### config.mk
export PLATFORM = sky130hd
export DESIGN_NAME = atm_session_ctrl_flat
export DESIGN_NICKNAME = d
export VERILOG_FILES = /design/src/rtl/atm_pkg.sv /design/src/rtl/atm_session_ctrl_if.sv /design/src/rtl/atm_lock_table.sv /design/src/rtl/atm_session_ctrl.sv /design/src/flat_wrapper.sv
export SDC_FILE = /design/constraint.sdc
export NUM_CORES = 1
export LEC_CHECK = 0
export ABC_AREA = 1
export BUFFER_PORTS_ARGS = -buffer_cell sky130_fd_sc_hd__buf_2
export CAP_MARGIN = 25
export CELL_PAD_IN_SITES_DETAIL_PLACEMENT = 1
export CELL_PAD_IN_SITES_GLOBAL_PLACEMENT = 1
export CORE_MARGIN = 8
export CORE_UTILIZATION = 44
export CTS_BUF_LIST = sky130_fd_sc_hd__clkbuf_8
export CTS_CLUSTER_DIAMETER = 120
export CTS_CLUSTER_SIZE = 40
export DETAILED_ROUTE_END_ITERATION = 12
export GPL_TIMING_DRIVEN = 0
export PLACE_DENSITY_LB_ADDON = 0.1
export SLEW_MARGIN = 20
export SYNTH_ARGS = -nofsm -noshare
export SYNTH_HDL_FRONTEND = slang
export SYNTH_SLANG_ARGS = --single-unit
### constraint.sdc
create_clock -name clk -period 5.6 [get_ports clk]
set_input_delay 0.56 -clock clk [delete_from_list [all_inputs] [get_ports clk]]
set_output_delay 0.56 -clock clk [all_outputs]
set_load 0.03 [all_outputs]
### src/rtl/atm_pkg.sv
// ---------------------------------------------------------------------------
// atm_pkg
//   Shared definitions for the ATM session controller:
//     - state_t   : session FSM state encoding
//     - OP_*      : bank_op / menu_option codes (FIND, AUTHENTICATE, BALANCE..DEPOSIT)
//     - ERR_*     : err_code values reported with op_error / op_done
//     - helpers   : classification of menu selections
// ---------------------------------------------------------------------------
package atm_pkg;

  typedef enum logic [2:0] {
    ST_IDLE      = 3'd0,
    ST_FIND      = 3'd1,
    ST_ENTER_PIN = 3'd2,
    ST_AUTH      = 3'd3,
    ST_MENU      = 3'd4,
    ST_EXEC      = 3'd5
  } state_t;

  // Bank operation codes; menu selections 3..7 are forwarded unchanged.
  localparam logic [2:0] OP_FIND               = 3'd0;
  localparam logic [2:0] OP_AUTHENTICATE       = 3'd1;
  localparam logic [2:0] OP_BALANCE            = 3'd3;
  localparam logic [2:0] OP_WITHDRAW           = 3'd4;
  localparam logic [2:0] OP_WITHDRAW_SHOW_BAL  = 3'd5;
  localparam logic [2:0] OP_TRANSACTION        = 3'd6;
  localparam logic [2:0] OP_DEPOSIT            = 3'd7;

  localparam logic [2:0] ERR_NONE              = 3'd0;
  localparam logic [2:0] ERR_NOT_FOUND         = 3'd1;
  localparam logic [2:0] ERR_BAD_PIN           = 3'd2;
  localparam logic [2:0] ERR_LOCKED            = 3'd3;
  localparam logic [2:0] ERR_INSUFFICIENT      = 3'd4;
  localparam logic [2:0] ERR_BAD_REQUEST       = 3'd5;
  localparam logic [2:0] ERR_BANK_TIMEOUT      = 3'd6;
  localparam logic [2:0] ERR_SESSION_TIMEOUT   = 3'd7;

  // Menu codes below BALANCE are not customer operations.
  function automatic logic menu_is_bank_op(input logic [2:0] opt);
    return (opt >= OP_BALANCE);
  endfunction

  // Every money-moving operation needs a non-zero amount.
  function automatic logic menu_needs_amount(input logic [2:0] opt);
    return (opt >= OP_WITHDRAW);
  endfunction

endpackage

### src/rtl/atm_session_ctrl_if.sv
// ---------------------------------------------------------------------------
// atm_session_ctrl_if
//   Request/acknowledge bus between the session controller (master) and the
//   account-store core (slave). One operation is outstanding at a time.
//     bank_req     master->slave  request held until ack is sampled
//     bank_op      master->slave  operation code (atm_pkg::OP_*)
//     bank_acc     master->slave  account number
//     bank_pin     master->slave  PIN (AUTHENTICATE)
//     bank_dest    master->slave  transfer destination (TRANSACTION)
//     bank_amount  master->slave  amount
//     bank_ack     slave->master  completion strobe
//     bank_ok      slave->master  success flag, valid with ack
//     bank_balance slave->master  post-operation balance, valid with ack
// ---------------------------------------------------------------------------
interface atm_session_ctrl_if #(
  parameter int ACC_W = 12,
  parameter int PIN_W = 4,
  parameter int AMT_W = 11
);
  logic             bank_req;
  logic [2:0]       bank_op;
  logic [ACC_W-1:0] bank_acc;
  logic [PIN_W-1:0] bank_pin;
  logic [ACC_W-1:0] bank_dest;
  logic [AMT_W-1:0] bank_amount;
  logic             bank_ack;
  logic             bank_ok;
  logic [AMT_W-1:0] bank_balance;

  modport master (
    output bank_req, bank_op, bank_acc, bank_pin, bank_dest, bank_amount,
    input  bank_ack, bank_ok, bank_balance
  );

  modport slave (
    input  bank_req, bank_op, bank_acc, bank_pin, bank_dest, bank_amount,
    output bank_ack, bank_ok, bank_balance
  );
endinterface

### src/rtl/atm_lock_table.sv
// ---------------------------------------------------------------------------
// atm_lock_table
//   Small CAM of locked account numbers. Entries are written round-robin so
//   that, once full, the oldest lock is overwritten. Lookup is combinational.
//   Ports:
//     clk, rst_n  clock / synchronous active-low clear of all entries
//     wr_en       write wr_acc at the current pointer, then advance it
//     wr_acc      account to lock
//     lookup_acc  account to search for
//     hit         lookup_acc matches a valid entry
// ---------------------------------------------------------------------------
module atm_lock_table #(
  parameter int ACC_W      = 12,
  parameter int LOCK_DEPTH = 4
) (
  input  logic             clk,
  input  logic             rst_n,
  input  logic             wr_en,
  input  logic [ACC_W-1:0] wr_acc,
  input  logic [ACC_W-1:0] lookup_acc,
  output logic             hit
);

  localparam int PTR_W = (LOCK_DEPTH > 1) ? $clog2(LOCK_DEPTH) : 1;
  localparam logic [PTR_W-1:0] PTR_LAST = PTR_W'(LOCK_DEPTH - 1);

  logic [ACC_W-1:0]      entry_acc_reg [LOCK_DEPTH];
  logic [LOCK_DEPTH-1:0] entry_valid_reg;
  logic [LOCK_DEPTH-1:0] hit_vec;
  logic [PTR_W-1:0]      wr_ptr_reg;

  always_ff @(posedge clk) begin
    if (!rst_n) begin
      wr_ptr_reg <= '0;
    end else if (wr_en) begin
      wr_ptr_reg <= (wr_ptr_reg == PTR_LAST) ? '0 : wr_ptr_reg + 1'b1;
    end
  end

  genvar gi;
  generate
    for (gi = 0; gi < LOCK_DEPTH; gi++) begin : g_entry
      always_ff @(posedge clk) begin
        if (!rst_n) begin
          entry_valid_reg[gi] <= 1'b0;
          entry_acc_reg[gi]   <= '0;
        end else if (wr_en && (wr_ptr_reg == PTR_W'(gi))) begin
          entry_valid_reg[gi] <= 1'b1;
          entry_acc_reg[gi]   <= wr_acc;
        end
      end

      assign hit_vec[gi] = entry_valid_reg[gi] && (entry_acc_reg[gi] == lookup_acc);
    end
  endgenerate

  assign hit = |hit_vec;

endmodule

### src/rtl/atm_session_ctrl.sv
// ---------------------------------------------------------------------------
// atm_session_ctrl
//   Session sequencer for one ATM terminal: card -> FIND -> PIN -> AUTH ->
//   menu -> bank operation, with PIN lockout, inactivity timeout, bank
//   response timeout and menu request sanity checks.
//   Ports:
//     clk, rst_n          clock, synchronous active-low reset
//     card_valid/acc_number         card insertion (honoured in IDLE only)
//     pin_valid/pin                 PIN entry strobe
//     op_valid/menu_option/amount/dest_acc_number  menu request
//     exit_req                      end session, no error reported
//     bank                          master side of the bank req/ack bus
//     menu_active                   session is in MENU
//     op_done/op_error              1-cycle result pulses
//     err_code                      reason, held until the next pulse
//     balance_out                   last balance returned by a good operation
//     card_locked                   1-cycle pulse: inserted card is locked
// ---------------------------------------------------------------------------
module atm_session_ctrl
  import atm_pkg::*;
#(
  parameter int ACC_W          = 12,
  parameter int PIN_W          = 4,
  parameter int AMT_W          = 11,
  parameter int MAX_PIN_TRIES  = 3,
  parameter int TIMEOUT_CYCLES = 100,
  parameter int ACK_TIMEOUT    = 16,
  parameter int LOCK_DEPTH     = 4
) (
  input  logic             clk,
  input  logic             rst_n,
  input  logic             card_valid,
  input  logic [ACC_W-1:0] acc_number,
  input  logic             pin_valid,
  input  logic [PIN_W-1:0] pin,
  input  logic             op_valid,
  input  logic [2:0]       menu_option,
  input  logic [AMT_W-1:0] amount,
  input  logic [ACC_W-1:0] dest_acc_number,
  input  logic             exit_req,
  atm_session_ctrl_if.master bank,
  output logic             menu_active,
  output logic             op_done,
  output logic             op_error,
  output logic [2:0]       err_code,
  output logic [AMT_W-1:0] balance_out,
  output logic             card_locked
);

  localparam int TRY_W  = $clog2(MAX_PIN_TRIES + 1);
  localparam int IDLE_W = $clog2(TIMEOUT_CYCLES + 1);
  localparam int ACKC_W = $clog2(ACK_TIMEOUT + 1);

  // Counters fire when they already hold LAST and one more cycle elapses,
  // so the event lands exactly on the N-th cycle.
  localparam logic [TRY_W-1:0]  TRY_LAST  = TRY_W'(MAX_PIN_TRIES - 1);
  localparam logic [IDLE_W-1:0] IDLE_LAST = IDLE_W'(TIMEOUT_CYCLES - 1);
  localparam logic [ACKC_W-1:0] ACK_LAST  = ACKC_W'(ACK_TIMEOUT - 1);

  state_t            state_reg, state_next;
  logic              bank_req_reg, bank_req_next;
  logic [2:0]        bank_op_reg, bank_op_next;
  logic [ACC_W-1:0]  bank_acc_reg, bank_acc_next;
  logic [PIN_W-1:0]  bank_pin_reg, bank_pin_next;
  logic [ACC_W-1:0]  bank_dest_reg, bank_dest_next;
  logic [AMT_W-1:0]  bank_amount_reg, bank_amount_next;
  logic [ACKC_W-1:0] ack_cnt_reg, ack_cnt_next;
  logic [IDLE_W-1:0] idle_cnt_reg, idle_cnt_next;
  logic [TRY_W-1:0]  tries_reg, tries_next;
  logic              op_done_reg, op_done_next;
  logic              op_error_reg, op_error_next;
  logic [2:0]        err_code_reg, err_code_next;
  logic [AMT_W-1:0]  balance_reg, balance_next;
  logic              card_locked_reg, card_locked_next;

  logic lock_hit;
  logic lock_wr_en;
  logic menu_bad;

  atm_lock_table #(
    .ACC_W      (ACC_W),
    .LOCK_DEPTH (LOCK_DEPTH)
  ) u_lock_table (
    .clk        (clk),
    .rst_n      (rst_n),
    .wr_en      (lock_wr_en),
    .wr_acc     (bank_acc_reg),
    .lookup_acc (acc_number),
    .hit        (lock_hit)
  );

  // Menu request sanity: rejected before the bank ever sees it.
  always_comb begin
    menu_bad = 1'b0;
    if (!menu_is_bank_op(menu_option)) begin
      menu_bad = 1'b1;
    end else if (menu_needs_amount(menu_option) && (amount == '0)) begin
      menu_bad = 1'b1;
    end else if ((menu_option == OP_TRANSACTION) && (dest_acc_number == bank_acc_reg)) begin
      menu_bad = 1'b1;
    end
  end

  always_ff @(posedge clk) begin
    if (!rst_n) begin
      state_reg       <= ST_IDLE;
      bank_req_reg    <= 1'b0;
      bank_op_reg     <= '0;
      bank_acc_reg    <= '0;
      bank_pin_reg    <= '0;
      bank_dest_reg   <= '0;
      bank_amount_reg <= '0;
      ack_cnt_reg     <= '0;
      idle_cnt_reg    <= '0;
      tries_reg       <= '0;
      op_done_reg     <= 1'b0;
      op_error_reg    <= 1'b0;
      err_code_reg    <= ERR_NONE;
      balance_reg     <= '0;
      card_locked_reg <= 1'b0;
    end else begin
      state_reg       <= state_next;
      bank_req_reg    <= bank_req_next;
      bank_op_reg     <= bank_op_next;
      bank_acc_reg    <= bank_acc_next;
      bank_pin_reg    <= bank_pin_next;
      bank_dest_reg   <= bank_dest_next;
      bank_amount_reg <= bank_amount_next;
      ack_cnt_reg     <= ack_cnt_next;
      idle_cnt_reg    <= idle_cnt_next;
      tries_reg       <= tries_next;
      op_done_reg     <= op_done_next;
      op_error_reg    <= op_error_next;
      err_code_reg    <= err_code_next;
      balance_reg     <= balance_next;
      card_locked_reg <= card_locked_next;
    end
  end

  always_comb begin
    state_next       = state_reg;
    bank_req_next    = bank_req_reg;
    bank_op_next     = bank_op_reg;
    bank_acc_next    = bank_acc_reg;
    bank_pin_next    = bank_pin_reg;
    bank_dest_next   = bank_dest_reg;
    bank_amount_next = bank_amount_reg;
    ack_cnt_next     = ack_cnt_reg;
    idle_cnt_next    = idle_cnt_reg;
    tries_next       = tries_reg;
    op_done_next     = 1'b0;
    op_error_next    = 1'b0;
    err_code_next    = err_code_reg;
    balance_next     = balance_reg;
    card_locked_next = 1'b0;
    lock_wr_en       = 1'b0;

    unique case (state_reg)
      ST_IDLE: begin
        if (card_valid) begin
          bank_acc_next = acc_number;
          if (lock_hit) begin
            op_error_next    = 1'b1;
            err_code_next    = ERR_LOCKED;
            card_locked_next = 1'b1;
          end else begin
            bank_op_next = OP_FIND;
            tries_next   = '0;
            state_next   = ST_FIND;
          end
        end
      end

      // All three bank states share the handshake: raise req one cycle
      // after entry, drop it on the ack edge, or give up after ACK_TIMEOUT.
      // Panel inputs are deliberately not looked at here.
      ST_FIND, ST_AUTH, ST_EXEC: begin
        if (!bank_req_reg) begin
          bank_req_next = 1'b1;
          ack_cnt_next  = '0;
        end else if (bank.bank_ack) begin
          bank_req_next = 1'b0;
          if (state_reg == ST_FIND) begin
            if (bank.bank_ok) begin
              state_next = ST_ENTER_PIN;
            end else begin
              op_error_next = 1'b1;
              err_code_next = ERR_NOT_FOUND;
              state_next    = ST_IDLE;
            end
          end else if (state_reg == ST_AUTH) begin
            if (bank.bank_ok) begin
              tries_next = '0;
              state_next = ST_MENU;
            end else if (tries_reg == TRY_LAST) begin
              tries_next    = '0;
              lock_wr_en    = 1'b1;
              op_error_next = 1'b1;
              err_code_next = ERR_LOCKED;
              state_next    = ST_IDLE;
            end else begin
              tries_next    = tries_reg + 1'b1;
              op_error_next = 1'b1;
              err_code_next = ERR_BAD_PIN;
              state_next    = ST_ENTER_PIN;
            end
          end else begin
            if (bank.bank_ok) begin
              op_done_next  = 1'b1;
              err_code_next = ERR_NONE;
              balance_next  = bank.bank_balance;
            end else begin
              op_error_next = 1'b1;
              err_code_next = ERR_INSUFFICIENT;
            end
            state_next = ST_MENU;
          end
        end else if (ack_cnt_reg == ACK_LAST) begin
          bank_req_next = 1'b0;
          op_error_next = 1'b1;
          err_code_next = ERR_BANK_TIMEOUT;
          state_next    = ST_IDLE;
        end else begin
          ack_cnt_next = ack_cnt_reg + 1'b1;
        end
      end

      ST_ENTER_PIN: begin
        if (exit_req) begin
          state_next = ST_IDLE;
        end else if (pin_valid) begin
          bank_pin_next = pin;
          bank_op_next  = OP_AUTHENTICATE;
          state_next    = ST_AUTH;
        end else if (!op_valid && (idle_cnt_reg == IDLE_LAST)) begin
          op_error_next = 1'b1;
          err_code_next = ERR_SESSION_TIMEOUT;
          state_next    = ST_IDLE;
        end
      end

      ST_MENU: begin
        if (exit_req) begin
          state_next = ST_IDLE;
        end else if (op_valid) begin
          if (menu_bad) begin
            op_error_next = 1'b1;
            err_code_next = ERR_BAD_REQUEST;
          end else begin
            bank_op_next     = menu_option;
            bank_amount_next = amount;
            bank_dest_next   = dest_acc_number;
            state_next       = ST_EXEC;
          end
        end else if (!pin_valid && (idle_cnt_reg == IDLE_LAST)) begin
          op_error_next = 1'b1;
          err_code_next = ERR_SESSION_TIMEOUT;
          state_next    = ST_IDLE;
        end
      end

      default: begin
        bank_req_next = 1'b0;
        state_next    = ST_IDLE;
      end
    endcase

    // Inactivity counter: reload on any state change or panel strobe,
    // count in the two waiting states, hold while the bank is busy.
    if (state_next != state_reg) begin
      idle_cnt_next = '0;
    end else if ((state_reg == ST_ENTER_PIN) || (state_reg == ST_MENU)) begin
      idle_cnt_next = (pin_valid || op_valid) ? '0 : idle_cnt_reg + 1'b1;
    end
  end

  assign bank.bank_req    = bank_req_reg;
  assign bank.bank_op     = bank_op_reg;
  assign bank.bank_acc    = bank_acc_reg;
  assign bank.bank_pin    = bank_pin_reg;
  assign bank.bank_dest   = bank_dest_reg;
  assign bank.bank_amount = bank_amount_reg;

  assign menu_active = (state_reg == ST_MENU);
  assign op_done     = op_done_reg;
  assign op_error    = op_error_reg;
  assign err_code    = err_code_reg;
  assign balance_out = balance_reg;
  assign card_locked = card_locked_reg;

endmodule
### src/flat_wrapper.sv
// flat-port wrapper written by rule: the top's interface ports become plain ports
module atm_session_ctrl_flat import atm_pkg::*;
#(
  parameter int ACC_W          = 12,
  parameter int PIN_W          = 4,
  parameter int AMT_W          = 11,
  parameter int MAX_PIN_TRIES  = 3,
  parameter int TIMEOUT_CYCLES = 100,
  parameter int ACK_TIMEOUT    = 16,
  parameter int LOCK_DEPTH     = 4
)
  (clk, rst_n, card_valid, acc_number, pin_valid, pin, op_valid, menu_option, amount, dest_acc_number, exit_req, menu_active, op_done, op_error, err_code, balance_out, card_locked, bank_bank_req, bank_bank_op, bank_bank_acc, bank_bank_pin, bank_bank_dest, bank_bank_amount, bank_bank_ack, bank_bank_ok, bank_bank_balance);
  atm_session_ctrl_if #(.ACC_W(ACC_W), .PIN_W(PIN_W), .AMT_W(AMT_W)) bank_i ();
  input  logic clk;
  input  logic rst_n;
  input  logic card_valid;
  input  logic [ACC_W-1:0] acc_number;
  input  logic pin_valid;
  input  logic [PIN_W-1:0] pin;
  input  logic op_valid;
  input  logic [2:0] menu_option;
  input  logic [AMT_W-1:0] amount;
  input  logic [ACC_W-1:0] dest_acc_number;
  input  logic exit_req;
  output logic menu_active;
  output logic op_done;
  output logic op_error;
  output logic [2:0] err_code;
  output logic [AMT_W-1:0] balance_out;
  output logic card_locked;
  output wire logic [$bits(bank_i.bank_req)-1:0] bank_bank_req;
  output wire logic [$bits(bank_i.bank_op)-1:0] bank_bank_op;
  output wire logic [$bits(bank_i.bank_acc)-1:0] bank_bank_acc;
  output wire logic [$bits(bank_i.bank_pin)-1:0] bank_bank_pin;
  output wire logic [$bits(bank_i.bank_dest)-1:0] bank_bank_dest;
  output wire logic [$bits(bank_i.bank_amount)-1:0] bank_bank_amount;
  input wire logic [$bits(bank_i.bank_ack)-1:0] bank_bank_ack;
  input wire logic [$bits(bank_i.bank_ok)-1:0] bank_bank_ok;
  input wire logic [$bits(bank_i.bank_balance)-1:0] bank_bank_balance;
  assign bank_bank_req = bank_i.bank_req;
  assign bank_bank_op = bank_i.bank_op;
  assign bank_bank_acc = bank_i.bank_acc;
  assign bank_bank_pin = bank_i.bank_pin;
  assign bank_bank_dest = bank_i.bank_dest;
  assign bank_bank_amount = bank_i.bank_amount;
  assign bank_i.bank_ack = bank_bank_ack;
  assign bank_i.bank_ok = bank_bank_ok;
  assign bank_i.bank_balance = bank_bank_balance;
  atm_session_ctrl #(.ACC_W(ACC_W), .PIN_W(PIN_W), .AMT_W(AMT_W), .MAX_PIN_TRIES(MAX_PIN_TRIES), .TIMEOUT_CYCLES(TIMEOUT_CYCLES), .ACK_TIMEOUT(ACK_TIMEOUT), .LOCK_DEPTH(LOCK_DEPTH)) u_core (.clk(clk), .rst_n(rst_n), .card_valid(card_valid), .acc_number(acc_number), .pin_valid(pin_valid), .pin(pin), .op_valid(op_valid), .menu_option(menu_option), .amount(amount), .dest_acc_number(dest_acc_number), .exit_req(exit_req), .bank(bank_i), .menu_active(menu_active), .op_done(op_done), .op_error(op_error), .err_code(err_code), .balance_out(balance_out), .card_locked(card_locked));
endmodule
After elaboration in Yosys (flattened, before gate mapping). Memories as Yosys holds them, arrays and structs flattened. Cells that the tools add are included.

Equality and inequality tests: 39. Bitwise logic cells: 12. Magnitude comparators: 2. Reduce and logical (&&, ||, !) cells: 36. Add/subtract/negate cells: 4. Muxes and demuxes: 105.

Operators by type and width (count): 2-to-1 mux 3 bit (39); == test 12 bit (5); 2-to-1 mux 12 bit (4); 2-to-1 mux 1 bit (41); != test 2 bit (second input constant) (12); one-hot mux 3 bit (4 select lines) (2); 2-to-1 mux 2 bit (11); 2-to-1 mux 5 bit (3); AND reduction 13 bit (1); logical AND 1 bit (12); logical NOT 11 bit (1); == test 3 bit (second input constant) (3); != test 3 x 2 -> 1 bit (second input constant) (3); one-hot mux 3 bit (3 select lines) (1); != test 2 x 1 -> 1 bit (second input constant) (4); != test 4 bit (second input constant) (2); inverter 1 bit (8); AND reduction 8 bit (1); adder 7 x 1 -> 7 bit (second input constant) (1); == test 7 bit (second input constant) (1); 2-to-1 mux 7 bit (1); AND reduction 7 bit (1); == test 2 bit (second input constant) (3); == test 3 x 2 -> 1 bit (second input constant) (2); other kinds (27) (36).

Register bits after elaboration: 83. Memories kept: 1. Output and inout port bits: 61. Bits of input ports: 61. Memory bits (writable): 48.

Memories: u_core.u_lock_table.entry_acc_reg (words 4, bits a word 12, read ports 4, clocked after memory_dff 0, write ports 4, line atm_lock_table.sv:27) `logic [ACC_W-1:0] entry_acc_reg [LOCK_DEPTH];`.

Logic depth before layout (Yosys ltp).
Word-level depth: 13. Gate-level depth with buffers: 15. Mapped depth without buffers: 15.

Hierarchy. Synthesis repeated with hierarchy kept, for this count alone.

Cell total of the unflattened synthesis: 921. Area, all modules: 6565.0 um^2.

Modules (own cells, without submodules): atm_session_ctrl (instances 1, sequential area each 1541.5 um^2, cells each 546, area an instance 3688.5 um^2); atm_lock_table (instances 1, sequential area each 1561.5 um^2, cells each 375, area an instance 2876.5 um^2).

Worst setup path before layout. No wires, ideal clock.

Path type: input port to flip-flop. From: input port acc_number[3]. To: register u_core.idle_cnt_reg[3]. Data arrival time: 1800 ps. Library setup time: 118 ps. Data required time: 5482 ps. Slack: 3682 ps. Buffers on the path: 1. Stages on the path: 12. Cells stage by stage: buf_2 > inv_1 > o21ai_0 > nor2_1 > nand3b_1 > nor2_1 > nand2_1 > nand2_1 > o21ai_0 > nand2_1 > nand3_2 > nor2_1.

Word-level cells in the longest chain between the ends: 8. Elaborated cells on any way between the ends: 14.

RTL lines: start, declared (line flat_wrapper.sv:17) `input logic [ACC_W-1:0] acc_number;`; == test 12 bit (line atm_lock_table.sv:53) `assign hit_vec[gi] = entry_valid_reg[gi] && (entry_acc_reg[gi] == lookup_acc);`; logical AND 1 bit (line atm_lock_table.sv:53); OR reduction 4 bit * (line atm_lock_table.sv:57) `assign hit = |hit_vec;`; 2-to-1 mux 3 bit * (line atm_session_ctrl.sv:162) `if (lock_hit) begin`; 2-to-1 mux 3 bit * (line atm_session_ctrl.sv:160) `if (card_valid) begin`; one-hot mux 3 bit (4 select lines) * (line atm_session_ctrl.sv:158) `unique case (state_reg)`; != test 3 bit * (line atm_session_ctrl.sv:270) `if (state_next != state_reg) begin`; OR reduction 2 bit (no source line) *; end signal, assigned (line atm_session_ctrl.sv:130) `idle_cnt_reg <= idle_cnt_next;`; end, declared (line atm_session_ctrl.sv:68) `logic [IDLE_W-1:0] idle_cnt_reg, idle_cnt_next;`.

Every way passes the cells marked *; elsewhere a longest branch is shown, timed or not. A chain may end at the register's enable or synchronous reset.

Worst setup path after layout.
From: register u_core.bank_acc_reg[1] (netlist: u_core.bank.bank_acc[1]). To: register u_core.idle_cnt_reg[4].

Word-level cells in the longest chain between the ends: 11.

RTL lines: start, declared (line atm_session_ctrl.sv:63) `logic [ACC_W-1:0] bank_acc_reg, bank_acc_next;`; start signal, assigned (line atm_session_ctrl.sv:125) `bank_acc_reg <= bank_acc_next;`; == test 12 bit (line atm_session_ctrl.sv:99) `end else if ((menu_option == OP_TRANSACTION) && (dest_acc_number == bank_acc_reg)) begin`; logical AND 1 bit (line atm_session_ctrl.sv:99); 2-to-1 mux 1 bit (line atm_session_ctrl.sv:99); 2-to-1 mux 1 bit (line atm_session_ctrl.sv:97) `end else if (menu_needs_amount(menu_option) && (amount == '0)) begin`; 2-to-1 mux 1 bit (line atm_session_ctrl.sv:95) `if (!menu_is_bank_op(menu_option)) begin`; 2-to-1 mux 3 bit (line atm_session_ctrl.sv:246) `if (menu_bad) begin`; 2-to-1 mux 3 bit (line atm_session_ctrl.sv:245) `end else if (op_valid) begin`; 2-to-1 mux 3 bit (line atm_session_ctrl.sv:243) `if (exit_req) begin`; one-hot mux 3 bit (4 select lines) (line atm_session_ctrl.sv:158); != test 3 bit (line atm_session_ctrl.sv:270); OR reduction 2 bit (no source line).

No other way between the ends.

==> impl_metrics.ini <==
[yosys]
yosys.area_share.simple_pct = 30.61
syn_area_per_cell_sq_um = 6.957
ys_seq_area_share_pct = 45.70
yosysWarningCount = 0
synthMuxAreaShare_pct = 0
synth_compound_area_share_pct = 11.37
synth_fa_ha_area_share_pct = 1.290
syn_nets = 1044
synth_top_family_by_area = simple AND/OR/NAND/NOR gates
syn_area_sq_um = 6790
ys_seq_elements = 131
synth_flop_cell = dfxtp_1
synth-xor-area-share_pct = 1.032
synthArstFlopShare_pct = 0
synth_edf_count = 48
synthCells = 976
synth_cell_types = 35

[clock_network]
clkTransAtPathRegs_ns = 0.09
numCtsBuffers = 17
cts.sinks = 131
tritoncts = done
clock_latency_ns = 0.45
clock_path_buffers = 2
htreeDepth = 4
clock-root-buffer = clkbuf_8
cts_setup_buffers = 0
hold_buffers = 0
cts_resized = 0

[worst_setup_path]
crit_path_start_kind = flop
critPathMaxFanout = 10
critical_path_class = reg2reg
required_ns = 5.93
endpoint_kind = flop
crit_arrival_ns = 2.78

[flow_run]
drv_cap = 0

[placement]
place_inst = 1283
numPortBuffers = 119
place_congestion = 0.9145
dpl.hpwl_mm = 17.50
pre_cts_slack_ns = 2.980

[global_route]
grt_pass1_vias = 7020
grt-ovfl-total = 0
grt_usage_pct = 23.14
grt_pass1_wl_mm = 35.88
antenna_found_initial = 0
grt_max_degree = 17

[layout]
multi_input_area_sq_um = 3008
largest_reg_flops = 48
antenna_cells = 0
fin_nets = 1182
drive_gt1_share_pct = 15.08
fin_cells = 1315
area_growth_pct = 18.32
ff_latch_area_sq_um = 3103
fill_cells = 2063

[floorplanning]
rows = 45
fp.coreArea_sq_um = 15150
dieWidth_um = 140.2
die_height_um = 140.2
initial_core_util_pct = 44.83
dieArea_sq_um = 19660
io_pins = 122

[timing]
timing.final.setup_violations = 0
hold_slack_ns = 0.3635
fin_skew_ns = 0.01177
worstMarginPinSlew_ns = 0.6378
slew_viol_final = 0
min_period_over_period_pct = 43.68
fin_crit_ns = 2.446
rsz0062_at_grt = false
slew_headroom_pct = 57.38
hold_viol = 0
clock.fmax_mhz = 408.8
fin_tns_setup_ns = 0
fin_ws_ns = 3.154

[power]
cellLeakagePower_nw = 3.689
netSwitchingPower_uw = 717.8
ir_worst_vdd_v = 0.0001509
p_per_area_nw_per_um2 = 285.4
swShare_pct = 31.30
power_frac_comb_pct = 17.0
p_clk_share_pct = 37.1
p_int_mw = 1.575
seqPwrFrac_pct = 45.9

[route]
drt_wl_total_mm = 22.11
drtIter0Drc = 400
viasPerCell = 5.106
first_pass_iters = 4
wire_per_inst_um = 16.81
routed-via-count = 6715
drc = 0
antenna_left = 0

[status]
outcome = finished, final reports clean

[min_path]
hp-class = in2reg
[cells in the final DEF, fill, tap and decap left out, drive strengths merged, types with 3 or more instances in the layout]
| cell | synthesis | routed |
|---|---|---|
| dfxtp | 83 | 83 |
| nor4 | 4 | 4 |
| inv | 151 | 157 |
| edfxtp | 48 | 48 |
| xnor2 | 5 | 5 |
| clkbuf | 16 | 33 |
| xor2 | 3 | 3 |
| or2 | 5 | 5 |
| ha | 7 | 7 |
| clkinvlp | 0 | 3 |
| nor3 | 12 | 12 |
| bufinv | 0 | 3 |
| a21oi | 59 | 59 |
| nand2 | 248 | 248 |
| nand4 | 20 | 20 |
| clkinv | 1 | 4 |
| buf | 10 | 129 |
| nand3 | 43 | 43 |
| nor2 | 169 | 169 |
| o21ai | 77 | 77 |
[through the flow]
step	power (mW)	cell area [sq um]	util, %
after floorplan	1.318	6790	-
after global placement	1.454	7621	50.32
after detailed placement	1.464	7621	50.32
after CTS	2.310	8034	53.04
after global routing	2.398	8034	53.04
final	2.293	8034	53.04
[worst max-delay path: stages (launching register included)]
cell and delay [ns]:
dfxtp_1 0.39, inv_1 0.15, nand2_1 0.08, o21ai_0 0.07
nor2_1 0.12, nand2_1 0.05, nor2_1 0.14, nand2_1 0.10
nand2_1 0.16, nand2_1 0.07, nand3_1 0.13, clkbuf_1 0.37
nand4_1 0.22, nand3_2 0.21, nor2_1 0.06
[layer usage]
metal	wire length, um	part of all wire (%)	global-route usage (%)
met5	0	0	0
met4	515	2.3	8.857
met3	1034	4.7	4.927
met2	11280	51	41.96
met1	9280	42	26.01
[power by group through the flow]
| stage | combinational [mW] | sequential [mW] | clock (mW) |
|---|---|---|---|
| 2_1_floorplan | 0.208 | 1.11 | 0 |
| 3_3_place_gp | 0.382 | 1.07 | 0 |
| 3_5_place_dp | 0.390 | 1.07 | 0 |
| 4_1_cts | 0.394 | 1.05 | 0.864 |
| 5_1_grt | 0.436 | 1.06 | 0.904 |
| 6_report | 0.390 | 1.05 | 0.850 |
[synthesized netlist by cell type (2+ instances only)]
cell	count	area share [%]
a211oi_1	2	0.22
a21oi_1	59	4.3
buf_2	9	0.66
clkbuf_1	16	0.88
dfxtp_1	83	24
edfxtp_1	48	21
ha_1	7	1.3
inv_1	150	8.3
nand2_1	248	14
nand3_1	42	3.1
nand3b_1	2	0.22
nand4_1	20	1.8
nor2_1	165	9.1
nor2_2	3	0.28
nor3_1	12	0.88
nor4_1	3	0.28
o211ai_1	2	0.22
o21ai_0	77	5.7
o31ai_1	2	0.22
or2_2	5	0.46
xnor2_1	5	0.64
xor2_1	3	0.39
[worst paths after layout]
path	from	endpoint	slack, ns	cells after the start
worst max-delay path	u_core.bank.bank_acc[1]	u_core.idle_cnt_reg[4]	3.15	14
worst min-delay path	bank_bank_balance[8]	u_core.balance_out[8]	0.36	3
worst min register to register	u_core.bank.bank_amount[2]	u_core.bank.bank_amount[2]	0.44	2
worst max register to register	u_core.bank.bank_acc[1]	u_core.idle_cnt_reg[4]	3.15	14
[cells by family (layout without fill, tap and decap cells)]
group	count (synthesis)	count (layout)
DFF	131	131
buffers and inverters	178	329
and+or+nand+nor	504	504
xor gates and xnor gates	8	8
adders and majority gates	7	7
AOI/OAI and AO/OA	148	148
[final cells by class]
type                    count  area share, %
clock buffers              17          2.912
repair buffers            119          7.413
plain buffers              26          1.355
clock inverters            15          2.227
multi-input cells         667          37.44
inverters                 152          7.102
well taps                 188          2.928
flip-flops and latches    131          38.62
Power figures use the tool's default switching activity.
